File: src/rtl/disp_mux_n_if.sv
// -----------------------------------------------------------------------------
// disp_mux_n_if
// Bundle between the display-formatting logic and the seven-segment scan
// driver.
//   digits     : segment pattern of digit i at [8i+7:8i], dp in bit 7,
//                already in output polarity
//   dig_en     : per-digit enable
//   bright     : 4-bit brightness, 0 = off, 15 = full on
//   an         : anode enables (one-hot active or all inactive)
//   sseg       : segment drive
//   slot       : current scan slot index
//   frame_tick : one-cycle pulse when the scan wraps back to slot 0
// master = formatting side, slave = driver side.
// -----------------------------------------------------------------------------
interface disp_mux_n_if #(
    parameter int NUM_DIG = 8
);
    localparam int SLOT_W = (NUM_DIG > 1) ? $clog2(NUM_DIG) : 1;

    logic [8*NUM_DIG-1:0] digits;
    logic [NUM_DIG-1:0]   dig_en;
    logic [3:0]           bright;
    logic [NUM_DIG-1:0]   an;
    logic [7:0]           sseg;
    logic [SLOT_W-1:0]    slot;
    logic                 frame_tick;

    modport master (
        output digits, dig_en, bright,
        input  an, sseg, slot, frame_tick
    );

    modport slave (
        input  digits, dig_en, bright,
        output an, sseg, slot, frame_tick
    );
endinterface

File: src/rtl/disp_mux_n.sv
// -----------------------------------------------------------------------------
// disp_mux_n
// Time-multiplexed driver for NUM_DIG common-anode seven-segment digits.
// Each digit owns a slot of TICK_DIV cycles; the first BLANK_CYC cycles of
// every slot keep all anodes off (anti-ghosting dead-time), and a free-running
// 4-bit PWM counter dims the display to bright/16 duty.
// Ports:
//   clk   : system clock
//   reset : asynchronous, active-high reset
//   bus   : disp_mux_n_if.slave (digits, dig_en, bright in; an, sseg, slot,
//           frame_tick out)
// an/sseg are registered and lag the (cnt, slot) state by one cycle;
// slot and frame_tick do not lag.
// -----------------------------------------------------------------------------
module disp_mux_n #(
    parameter int NUM_DIG     = 8,
    parameter int TICK_DIV    = 6250,
    parameter int BLANK_CYC   = 64,
    parameter bit AN_ACT_LOW  = 1'b1,
    parameter bit SEG_ACT_LOW = 1'b1
) (
    input  logic         clk,
    input  logic         reset,
    disp_mux_n_if.slave  bus
);
    localparam int                SLOT_W   = (NUM_DIG > 1) ? $clog2(NUM_DIG) : 1;
    localparam int                CNT_W    = (TICK_DIV > 1) ? $clog2(TICK_DIV) : 1;
    localparam logic [CNT_W-1:0]  CNT_MAX  = CNT_W'(TICK_DIV - 1);
    localparam logic [SLOT_W-1:0] SLOT_MAX = SLOT_W'(NUM_DIG - 1);
    // XOR masks: an inactive anode / dark segment pattern in output polarity.
    localparam logic [NUM_DIG-1:0] AN_OFF  = {NUM_DIG{AN_ACT_LOW}};
    localparam logic [7:0]         SEG_OFF = {8{SEG_ACT_LOW}};

    logic [CNT_W-1:0]   cnt_q, cnt_d;
    logic [SLOT_W-1:0]  slot_q, slot_d;
    logic [3:0]         pwm_q, pwm_d;
    logic               en_l_q, en_l_d;
    logic [3:0]         br_l_q, br_l_d;
    logic               tick_q, tick_d;
    logic [NUM_DIG-1:0] an_q, an_d;
    logic [7:0]         sseg_q, sseg_d;

    logic               cnt_wrap;
    logic               slot_wrap;
    logic [SLOT_W-1:0]  slot_next;
    logic               past_blank;
    logic               act;
    logic [NUM_DIG-1:0] onehot;

    // With no dead-time the blanking compare would be constant, so it is
    // elaborated away instead of comparing against zero.
    generate
        if (BLANK_CYC == 0) begin : g_no_blank
            assign past_blank = 1'b1;
        end else begin : g_blank
            assign past_blank = (cnt_q >= CNT_W'(BLANK_CYC));
        end
    endgenerate

    always_comb begin
        // NOTE: every signal gets a default before any branch so no latch is inferred.
        cnt_wrap  = (cnt_q == CNT_MAX);
        slot_wrap = (slot_q == SLOT_MAX);
        // Explicit wrap at NUM_DIG-1 so non-power-of-2 digit counts never alias.
        slot_next = slot_wrap ? '0 : slot_q + 1'b1;

        cnt_d  = cnt_wrap ? '0 : cnt_q + 1'b1;
        slot_d = cnt_wrap ? slot_next : slot_q;
        pwm_d  = pwm_q + 4'd1;
        en_l_d = en_l_q;
        br_l_d = br_l_q;
        // Enable and brightness are sampled only at the slot boundary so a
        // digit never changes state mid-slot.
        if (cnt_wrap) begin
            en_l_d = bus.dig_en[slot_next];
            br_l_d = bus.bright;
        end

        act = en_l_q && past_blank && ((br_l_q == 4'hF) || (pwm_q < br_l_q));

        onehot = '0;
        if (act) begin
            onehot[slot_q] = 1'b1;
        end
        an_d   = onehot ^ AN_OFF;
        // Segments are forced dark whenever the anode is off: no stale pattern.
        sseg_d = act ? bus.digits[{slot_q, 3'b000} +: 8] : SEG_OFF;
        tick_d = cnt_wrap && slot_wrap;
    end

    // NOTE: sequential state uses non-blocking assignments only, so every flop
    // samples the pre-edge values regardless of statement order.
    always_ff @(posedge clk or posedge reset) begin
        if (reset) begin
            cnt_q  <= '0;
            slot_q <= '0;
            pwm_q  <= '0;
            en_l_q <= 1'b0;
            br_l_q <= '0;
            tick_q <= 1'b0;
            an_q   <= AN_OFF;
            sseg_q <= SEG_OFF;
        end else begin
            cnt_q  <= cnt_d;
            slot_q <= slot_d;
            pwm_q  <= pwm_d;
            en_l_q <= en_l_d;
            br_l_q <= br_l_d;
            tick_q <= tick_d;
            an_q   <= an_d;
            sseg_q <= sseg_d;
        end
    end

    assign bus.an         = an_q;
    assign bus.sseg       = sseg_q;
    assign bus.slot       = slot_q;
    assign bus.frame_tick = tick_q;
endmodule

File: src/flat_wrapper.sv
// flat-port wrapper written by rule: the top's interface ports become plain ports
module disp_mux_n_flat 
#(
    parameter int NUM_DIG     = 8,
    parameter int TICK_DIV    = 6250,
    parameter int BLANK_CYC   = 64,
    parameter bit AN_ACT_LOW  = 1'b1,
    parameter bit SEG_ACT_LOW = 1'b1
)
  (clk, reset, bus_digits, bus_dig_en, bus_bright, bus_an, bus_sseg, bus_slot, bus_frame_tick);
  disp_mux_n_if #(.NUM_DIG(NUM_DIG)) bus_i ();
  input  logic clk;
  input  logic reset;
  input wire logic [$bits(bus_i.digits)-1:0] bus_digits;
  input wire logic [$bits(bus_i.dig_en)-1:0] bus_dig_en;
  input wire logic [$bits(bus_i.bright)-1:0] bus_bright;
  output wire logic [$bits(bus_i.an)-1:0] bus_an;
  output wire logic [$bits(bus_i.sseg)-1:0] bus_sseg;
  output wire logic [$bits(bus_i.slot)-1:0] bus_slot;
  output wire logic [$bits(bus_i.frame_tick)-1:0] bus_frame_tick;
  assign bus_i.digits = bus_digits;
  assign bus_i.dig_en = bus_dig_en;
  assign bus_i.bright = bus_bright;
  assign bus_an = bus_i.an;
  assign bus_sseg = bus_i.sseg;
  assign bus_slot = bus_i.slot;
  assign bus_frame_tick = bus_i.frame_tick;
  disp_mux_n #(.NUM_DIG(NUM_DIG), .TICK_DIV(TICK_DIV), .BLANK_CYC(BLANK_CYC), .AN_ACT_LOW(AN_ACT_LOW), .SEG_ACT_LOW(SEG_ACT_LOW)) u_core (.clk(clk), .reset(reset), .bus(bus_i));
endmodule
File: config.mk
export PLATFORM = sky130hd
export DESIGN_NAME = disp_mux_n_flat
export DESIGN_NICKNAME = d
export VERILOG_FILES = /design/src/rtl/disp_mux_n_if.sv /design/src/rtl/disp_mux_n.sv /design/src/flat_wrapper.sv
export SDC_FILE = /design/constraint.sdc
export NUM_CORES = 1
export LEC_CHECK = 0
export ABC_AREA = 1
export CAP_MARGIN = 30
export CORE_ASPECT_RATIO = 1.75
export CORE_MARGIN = 2
export CORE_UTILIZATION = 41
export DETAILED_ROUTE_END_ITERATION = 10
export MAX_ROUTING_LAYER = met4
export PLACE_DENSITY = 0.77
export RECOVER_POWER = 100
export SLEW_MARGIN = 20
export SYNTH_ARGS = -nofsm -noshare
export SYNTH_HDL_FRONTEND = slang
export SYNTH_SLANG_ARGS = --single-unit
File: constraint.sdc
create_clock -name clk -period 1.3 [get_ports clk]
set_input_delay 0.26 -clock clk [delete_from_list [all_inputs] [get_ports clk]]
set_output_delay 0.26 -clock clk [all_outputs]
set_load 0.01 [all_outputs]
==> results of run 1 <==
==> critical path, delay by kind of cell, from the launching register on <==
| kind | cells | cell delay (ns) |
|---|---|---|
| flip-flops | 1 | 0.39 |
| AO/OA/AOI/OAI | 2 | 0.35 |
| buffers and inverters | 2 | 0.26 |
| adder cells (fa/ha/maj) | 1 | 0.21 |
| AND/OR/NAND/NOR | 2 | 0.13 |
==> routing by layer <==
metal	routed length, um	global-route usage [%]	part of all wire [%]
met2	5237	48.96	57
met1	3319	26.80	36
met4	333	11.02	3.6
met3	330	1.403	3.6
met5	0	-	0
==> path summary, 6_finish.rpt <==
path	startpoint	endpoint	slack, ns
worst max-delay path	u_core.br_l_q[3]	u_core.bus.an[5]	-0.12
worst min-delay path	u_core.pwm_q[0]	u_core.pwm_q[0]	0.49
worst max register to register	u_core.br_l_q[3]	u_core.bus.an[5]	-0.12
worst min register to register	u_core.pwm_q[0]	u_core.pwm_q[0]	0.49
max in group asynchronous	reset	u_core.bus.slot[0]	0.27
min in group asynchronous	reset	u_core.pwm_q[2]	0.59
==> state kept, by name (all words and copies together), names as in the netlist <==
signal and count:
u_core.br_l_q 4, u_core.bus.an 8, u_core.bus.frame_tick 1, u_core.bus.slot 3, u_core.bus.sseg 8, u_core.cnt_q 13, u_core.en_l_q 1, u_core.pwm_q 4
==> repair_timing <==
action	in CTS	in global routing
endpoints found under the setup margin	54	47
buffers inserted	5	8
cloned	3	3
pin swaps	19	15
gates resized for setup	117	66
endpoints found under the hold margin	0	0
==> kinds of logic (layout without fill, tap and decap cells) <==
kind of cell	after synthesis	after routing	share of synthesized area [%]
buffers and inverters	68	204	11.16
DFF	42	42	38.84
and+or+nand+nor	283	283	40.70
AOI/OAI and AO/OA	16	16	3.312
xor gates and xnor gates	6	6	1.906
adders and majority gates	9	9	4.084
==> where the power goes <==
group | total [mW] | leakage [nW] | internal (mW) | switching, mW
combinational | 0.404 | 1.76 | 0.263 | 0.141
clock | 1.59 | 0.0953 | 1.08 | 0.513
sequential | 1.32 | 0.489 | 1.31 | 0.00352
total | 3.31 | 2.34 | 2.65 | 0.658
==> Yosys cell counts, drive strengths merged (5+ instances only) <==
library cell / instances
nand3: 17
nor2: 23
nand2: 230
clkbuf: 5
a21oi: 7
buf: 11
o21ai: 9
xor2: 5
dfstp: 16
ha: 9
inv: 52
nor3: 11
dfrtp: 26
==> cell type report <==
class                           instances  area [um^2]
Clock inverter                          1        30.03
Clock buffer                            7        163.9
Timing Repair Buffer                  144         1363
Sequential cell                        42         1077
Tap cell                               82        102.6
Fill cell                             514         1858
Multi-Input combinational cell        314         1739
Inverter                               52        205.2
==> summary by stage, run 1 <==
Cells and area
In the layout the commonest cells are nand2_1 (197), clkdlybuf4s50_1 (76), inv_1 (40), buf_4 (28), nand2_2 (25). The utilization of the core after routing is 71.58%. Leaving out fill and tap cells, the most frequent cell in the layout is nand2_1.

The proportion of layout cells with a drive suffix above 1 is 29.29%. The post-synthesis to final-layout area growth is 69.74%. After routing the design area is 4681 um^2. 0 antenna diodes ended up in the layout. After the last flow step, the layout net total stands at 646. The final instance count without filler cells is 642.

Placement
Before CTS, the worst setup slack after placement is -0.1462 ns. Once detailed placement completed, the half-perimeter wirelength came to 5827 um. Port buffering added 97 buffers. The congestion estimate from routability-driven global placement came to 0.9093. After detailed placement, the total cell area comes to 4026 um^2. In this run, placement finished with an instance count of 618.

Critical path
The largest incremental delay on the critical path is 0.39 ns. The worst setup path is captured at a flip-flop. STA puts the critical path data required time at 1.51 ns. The largest individual stage delay along the critical path comes from the cell dfrtp_1. The cell depth of the worst flop-to-flop path is 7. The highest net fanout along the worst path is 8. The kind of critical path is reg2reg.

The arrival time of the worst setup path is 1.63 ns. The critical path startpoint category is a flip-flop. Walking the worst path, the cells encountered are inv_2, ha_4, a21oi_4, nand2_2, a21oi_4, buf_12, nand2_2.

Timing
The number of hold violations in the final report is 0. The final-report setup violation count is 33. Setup repair after global routing could not meet its margin everywhere. The final critical-path required period is 1.424 ns. The transition time at the pin with the least slew margin is 0.5818 ns. The highest attainable clock frequency is 702.2 MHz. On the final layout, the worst clock skew is 0.005392 ns. The count of pins over their slew limit was 0. The post-layout worst setup margin is -0.1241 ns.

Adding up every negative setup slack in the final design gives -2.517 ns. The worst-case hold slack is 0.4869 ns. The worst relative slew slack is 61.21%. The fraction of the cycle the final worst path needs is 109.5%.

CTS
After clock tree synthesis, the flow added hold-fix buffers numbering 0. The clock passes through at most 2 buffers. Clock-pin slew was measured on the worst setup and hold paths at 0.06 ns.

The root buffer cell chosen for the clock tree is clkbuf_16. The CTS buffer count is 5. The number of H-tree branching levels is 2. For this design, the sink count on the clock tree is 42. The CTS tree is built. The clock insertion delay at the later pin of the skew report is 0.29 ns.

Logic synthesis
The Yosys step of the flow raised 0 warnings. Synthesis inferred 42 register bits. The cell type with the highest aggregate area in the netlist is nand2_1.

After synthesis, the share of flip-flops with an asynchronous set or reset is 100.0%. The sequential area share after synthesis is 38.84%. The cell count after synthesis is 424. In this run, synthesis inferred 0 flip-flops with an integrated enable. The share of synthesized area in the top cell type comes to 31.17%. Synthesis instantiated 25 different standard cells from the library. The cell area that synthesis handed to floorplanning was 2758 um^2. The most frequently used flop master after synthesis is dfrtp_1. A synthesized cell averages 6.504 um^2. The number of nets handed over by synthesis was 511. Sorting the synthesized cells by area gives the leading types as nand2_1 (31%), dfrtp_1 (24%), dfstp_2 (15%).

Route
The via density per instance is 4.888. The final antenna-violating net count is 0. The final layout contains routed wiring with a total length of 9220 um. The detailed-routing iteration count for the pre-antenna-repair pass is 4. After detailed routing, the average wire length per cell comes to 14.36 um.

After detailed routing, the number of remaining DRC violations is 0. The routed via count is 3,138. The initial detailed-routing violation count is 133.

Floorplan
The placement row count is 39. The full die area is 7424 um^2. The die is 66.00 um wide.

98 I/O pins were placed. The core area is 6539 um^2. The die is 112.5 um tall. For this configuration, the core starts out at a cell density of 42.17%.

Global routing
Entering global routing, the biggest net connects 43 pins. The remaining global-route overflow is 0. The via count of the first global-routing pass was 3,208. The number of antenna violations at the first check in global routing was 0. The first global-routing pass estimated 14,420 um of wire. For this run, the total global-route usage over all layers was measured as 25.95%.

Pwr
The worst-case vdd ir drop is 0.0005091 V. Summing internal, switching and leakage power gives 3.311 mW. The power density normalized to cell area is 707.3 nW/um^2.

Summed over all cells, the static leakage comes to 2.342 nW.

Job
The number of maximum-capacitance constraint violations is 0.

Hold path
The min-delay analysis places its worst path in the category reg2reg. The worst hold path stage count is 1.

Outcome
The run finished, with violations left. The checks that failed: negative setup slack.
Power figures use the tool's default switching activity.
==> run 2, diff against run 1 <==
- CELL_PAD_IN_SITES_DETAIL_PLACEMENT: not set -> 0
- CELL_PAD_IN_SITES_GLOBAL_PLACEMENT: not set -> 2
- CORE_UTILIZATION: 41 -> 21
- PLACE_DENSITY: 0.77 -> not set
- PLACE_DENSITY_LB_ADDON: not set -> 0.1
==> summary by stage, run 2 (synthesis results as in run 1) <==
Pwr
The leakage power summed over all cells was 2.422 nW (+3.4%). The power density normalized to cell area is 605.6 nW/um^2 (-14%). The worst-case vdd ir drop was 0.0003942 V (-23%). The total power draw came to 2.993 mW (-9.6%).

Placement
The placed wire-length estimate is 7248 um (+24%). The count of buffers inserted at the top-level ports came to 97 (unchanged). The final weighted congestion in routability-driven placement is 0.8061 (-11%).

The total placed cells including tap cells came to 722 (+17%).

CTS
The number of H-tree branching levels is 2 (unchanged). The master cell of the clock root buffer is clkbuf_16. The clock insertion delay at the later pin of the skew report is 0.29 ns (about the same).

The CTS clock-pin slew for the worst setup and hold paths is 0.06 ns (about the same). The count of clock tree sinks was 42 (unchanged). The hold buffer count at cts is 0 (unchanged). TritonCTS built the clock tree.

The number of buffers between clock root and the deepest sink is 2 (unchanged). The CTS buffer count is 5 (unchanged).

Cells and area
u_core.cnt_q holds more flip-flops than any other register. The final net count is 658 (+1.9%). Leaving out fill and tap cells, the most frequent cell in the layout is nand2_1. The library cells used most frequently in the layout, excluding fill and tap cells, are nand2_1 (186), clkdlybuf4s50_1 (76), inv_1 (41), buf_4 (36), nand2_2 (31). The number of flip-flops under the largest register name is 13 (unchanged).

The post-synthesis to final-layout area growth is 79.22%. The total inserted antenna cells is 0 (unchanged). The proportion of layout cells with a drive suffix above 1 is 32.52% (+3.2 points). The final instance count without filler cells is 743 (+16%).

Hold path
The worst hold path terminates at u_core.pwm_q[0]. The origin of the worst min-delay path is u_core.pwm_q[0]. The worst hold path stage count is 1 (unchanged). The min-delay analysis places its worst path in the category reg2reg.

Timing
The post-layout worst setup margin is -0.1047 ns (+0.01939 ns). The final critical-path required period is 1.405 ns (-0.01939 ns). The highest attainable clock frequency is 711.9 MHz (+1.4%). The fraction of the cycle the final worst path needs was 108.1% (-1.5 points). The worst clock skew is 0.007832 ns (+0.002440 ns).

The worst relative slew slack is 61.35% (+0.14 points). Setup repair after global routing could not meet its margin everywhere. The number of hold violations in the final report is 0 (unchanged). The worst-case hold slack was 0.4759 ns (-0.01109 ns). The count of pins over their slew limit is 0 (unchanged).

The final-report setup violation count came to 29 (-12%). The transition time at the pin with the least slew margin was 0.5797 ns (-0.002045 ns).

Outcome
The checks that failed: negative setup slack. The flow ran to the end, but the final reports show violations.

Critical path
The cell depth of the worst flop-to-flop path is 8 (+1). STA classifies the critical path startpoint as a flip-flop. The endpoint identified for the worst register-to-register timing path is u_core.en_l_q.

The worst-path cell with the longest stage delay is dfrtp_2. The arrival time of the worst setup path is 1.57 ns (-0.06 ns). In this run the critical register-to-register path is launched from u_core.bus.slot[0].

The required arrival time at the worst endpoint is 1.47 ns (-0.04 ns). The highest net fanout along the worst path is 5 (-3). Tracing the worst setup path back leads to its startpoint at u_core.bus.slot[0].

The reg-to-reg setup timing slack is -0.10 ns (+0.02 ns). The worst setup path is captured at a flip-flop. The largest incremental delay on the critical path came to 0.44 ns (+0.05 ns). The critical path in this run is classified as reg2reg.

The signal on the critical path passes through ha_4, ha_4, nor2_4, nand2_1, nand3_2, o21ai_2, nand2_1, nand3_1.

Job
The number of maximum-capacitance constraint violations is 0 (unchanged).

Global routing
The via count of the first global-routing pass is 3,049 (-5.0%). The largest net degree at the start of global routing was 43 (unchanged). The remaining global-route overflow is 0 (unchanged).

The number of antenna violations at the first check in global routing is 0 (unchanged). The first-pass GRT wire length was 14,980 um (+3.9%). The global router's overall resource usage is 14.04% (-12 points).

Route
The final antenna-violating net count came to 0 (unchanged). The total wire length after detailed routing is 10,040 um (+8.9%). The routed via count is 2,960 (-5.7%). The detailed-routing iteration count for the pre-antenna-repair pass came to 4 (unchanged). The initial detailed-routing violation count is 62 (-53%).

The number of remaining DRC errors came to 0 (unchanged). The via density per instance was 3.984 (-18%). The average routed wire per standard cell was 13.51 um (-5.9%).

Floorplan
The count of boundary I/O pins is 98 (unchanged). The core area is 12,870 um^2 (+97%). The width of the die is 90.63 um (+37%). The vertical die dimension is 155.6 um (+38%).

The effective utilization at floorplan was 21.43% (-21 points). The full die area is 14,100 um^2 (+90%). The placement row count is 55 (+41%).
## run 2: changes by cell type in the layout (fill, tap and decap cells not counted), moves of 3 or more
cell / previous run / this run
clkdlybuf4s15_2: 4 / 1
buf_12: 3 / 7
nand2_2: 25 / 31
buf_4: 28 / 36
nand2_4: 8 / 13
nor2_1: 9 / 12
nand2_1: 197 / 186
nor2_2: 7 / 4
nand3_2: 4 / 7
## run 2: critical path, delay by kind of cell, from the launching register on
family | cells | cell delay, ns
compound gates | 1 | 0.07
fa+ha+maj | 2 | 0.34
flops | 1 | 0.44
simple gates | 5 | 0.45
## run 2: cell type report
type	instances	area, um^2
well taps	171	214.0
multi-input cells	314	1793
flip-flops and latches	42	1080
inverters	52	202.7
clock buffers	7	142.6
repair buffers	156	1505
fillers	1392	7926
clock inverters	1	5.005
## run 2: per-layer routing
| layer | GRT usage [%] | vias up | wire, um |
|---|---|---|---|
| li1 | - | 1563 | - |
| met1 | 13.82 | 1324 | 3604 |
| met2 | 28.07 | 64 | 5963 |
| met3 | 1.836 | 9 | 293 |
| met4 | 4.176 | 0 | 175 |
| met5 | - | - | 0 |
## run 2: how the worst max path moves through the flow
| stage | endpoint | cells past startpoint |
|---|---|---|
| 4_1_cts | u_core.en_l_q | 10 |
| 5_1_grt | u_core.en_l_q | 8 |
| 6_report | u_core.en_l_q | 8 |
| 3_5_place_dp | u_core.en_l_q | 7 |
| 2_1_floorplan | u_core.bus.an[0] | 9 |
| 3_3_place_gp | u_core.en_l_q | 7 |
## run 2: power by group
| part | total [mW] | switching [mW] | internal [mW] |
|---|---|---|---|
| combinational | 0.405 | 0.143 | 0.262 |
| sequential | 1.32 | 0.00346 | 1.31 |
| clock | 1.27 | 0.509 | 0.762 |
## run 2: per-stage QoR
step	TNS [ns]	instance area (um^2)	setup slack (ns)	util [%]
after CTS	-1.668	4681	-0.1327	36.37
after global placement	-3.117	4288	-0.2648	33.32
after detailed placement	-3.860	4288	-0.2721	33.32
after floorplan	-0.3612	2783	-0.03423	-
final	-1.336	4942	-0.1047	38.41
after global routing	-3.962	4942	-0.1760	38.41
## run 2: timing repair
action / 4_1_cts / 5_1_grt
gates resized for setup: 124 / 78
pin swaps: 17 / 41
setup endpoints to repair: 54 / 45
cloned: 1 / 5
buffers inserted: 6 / 2
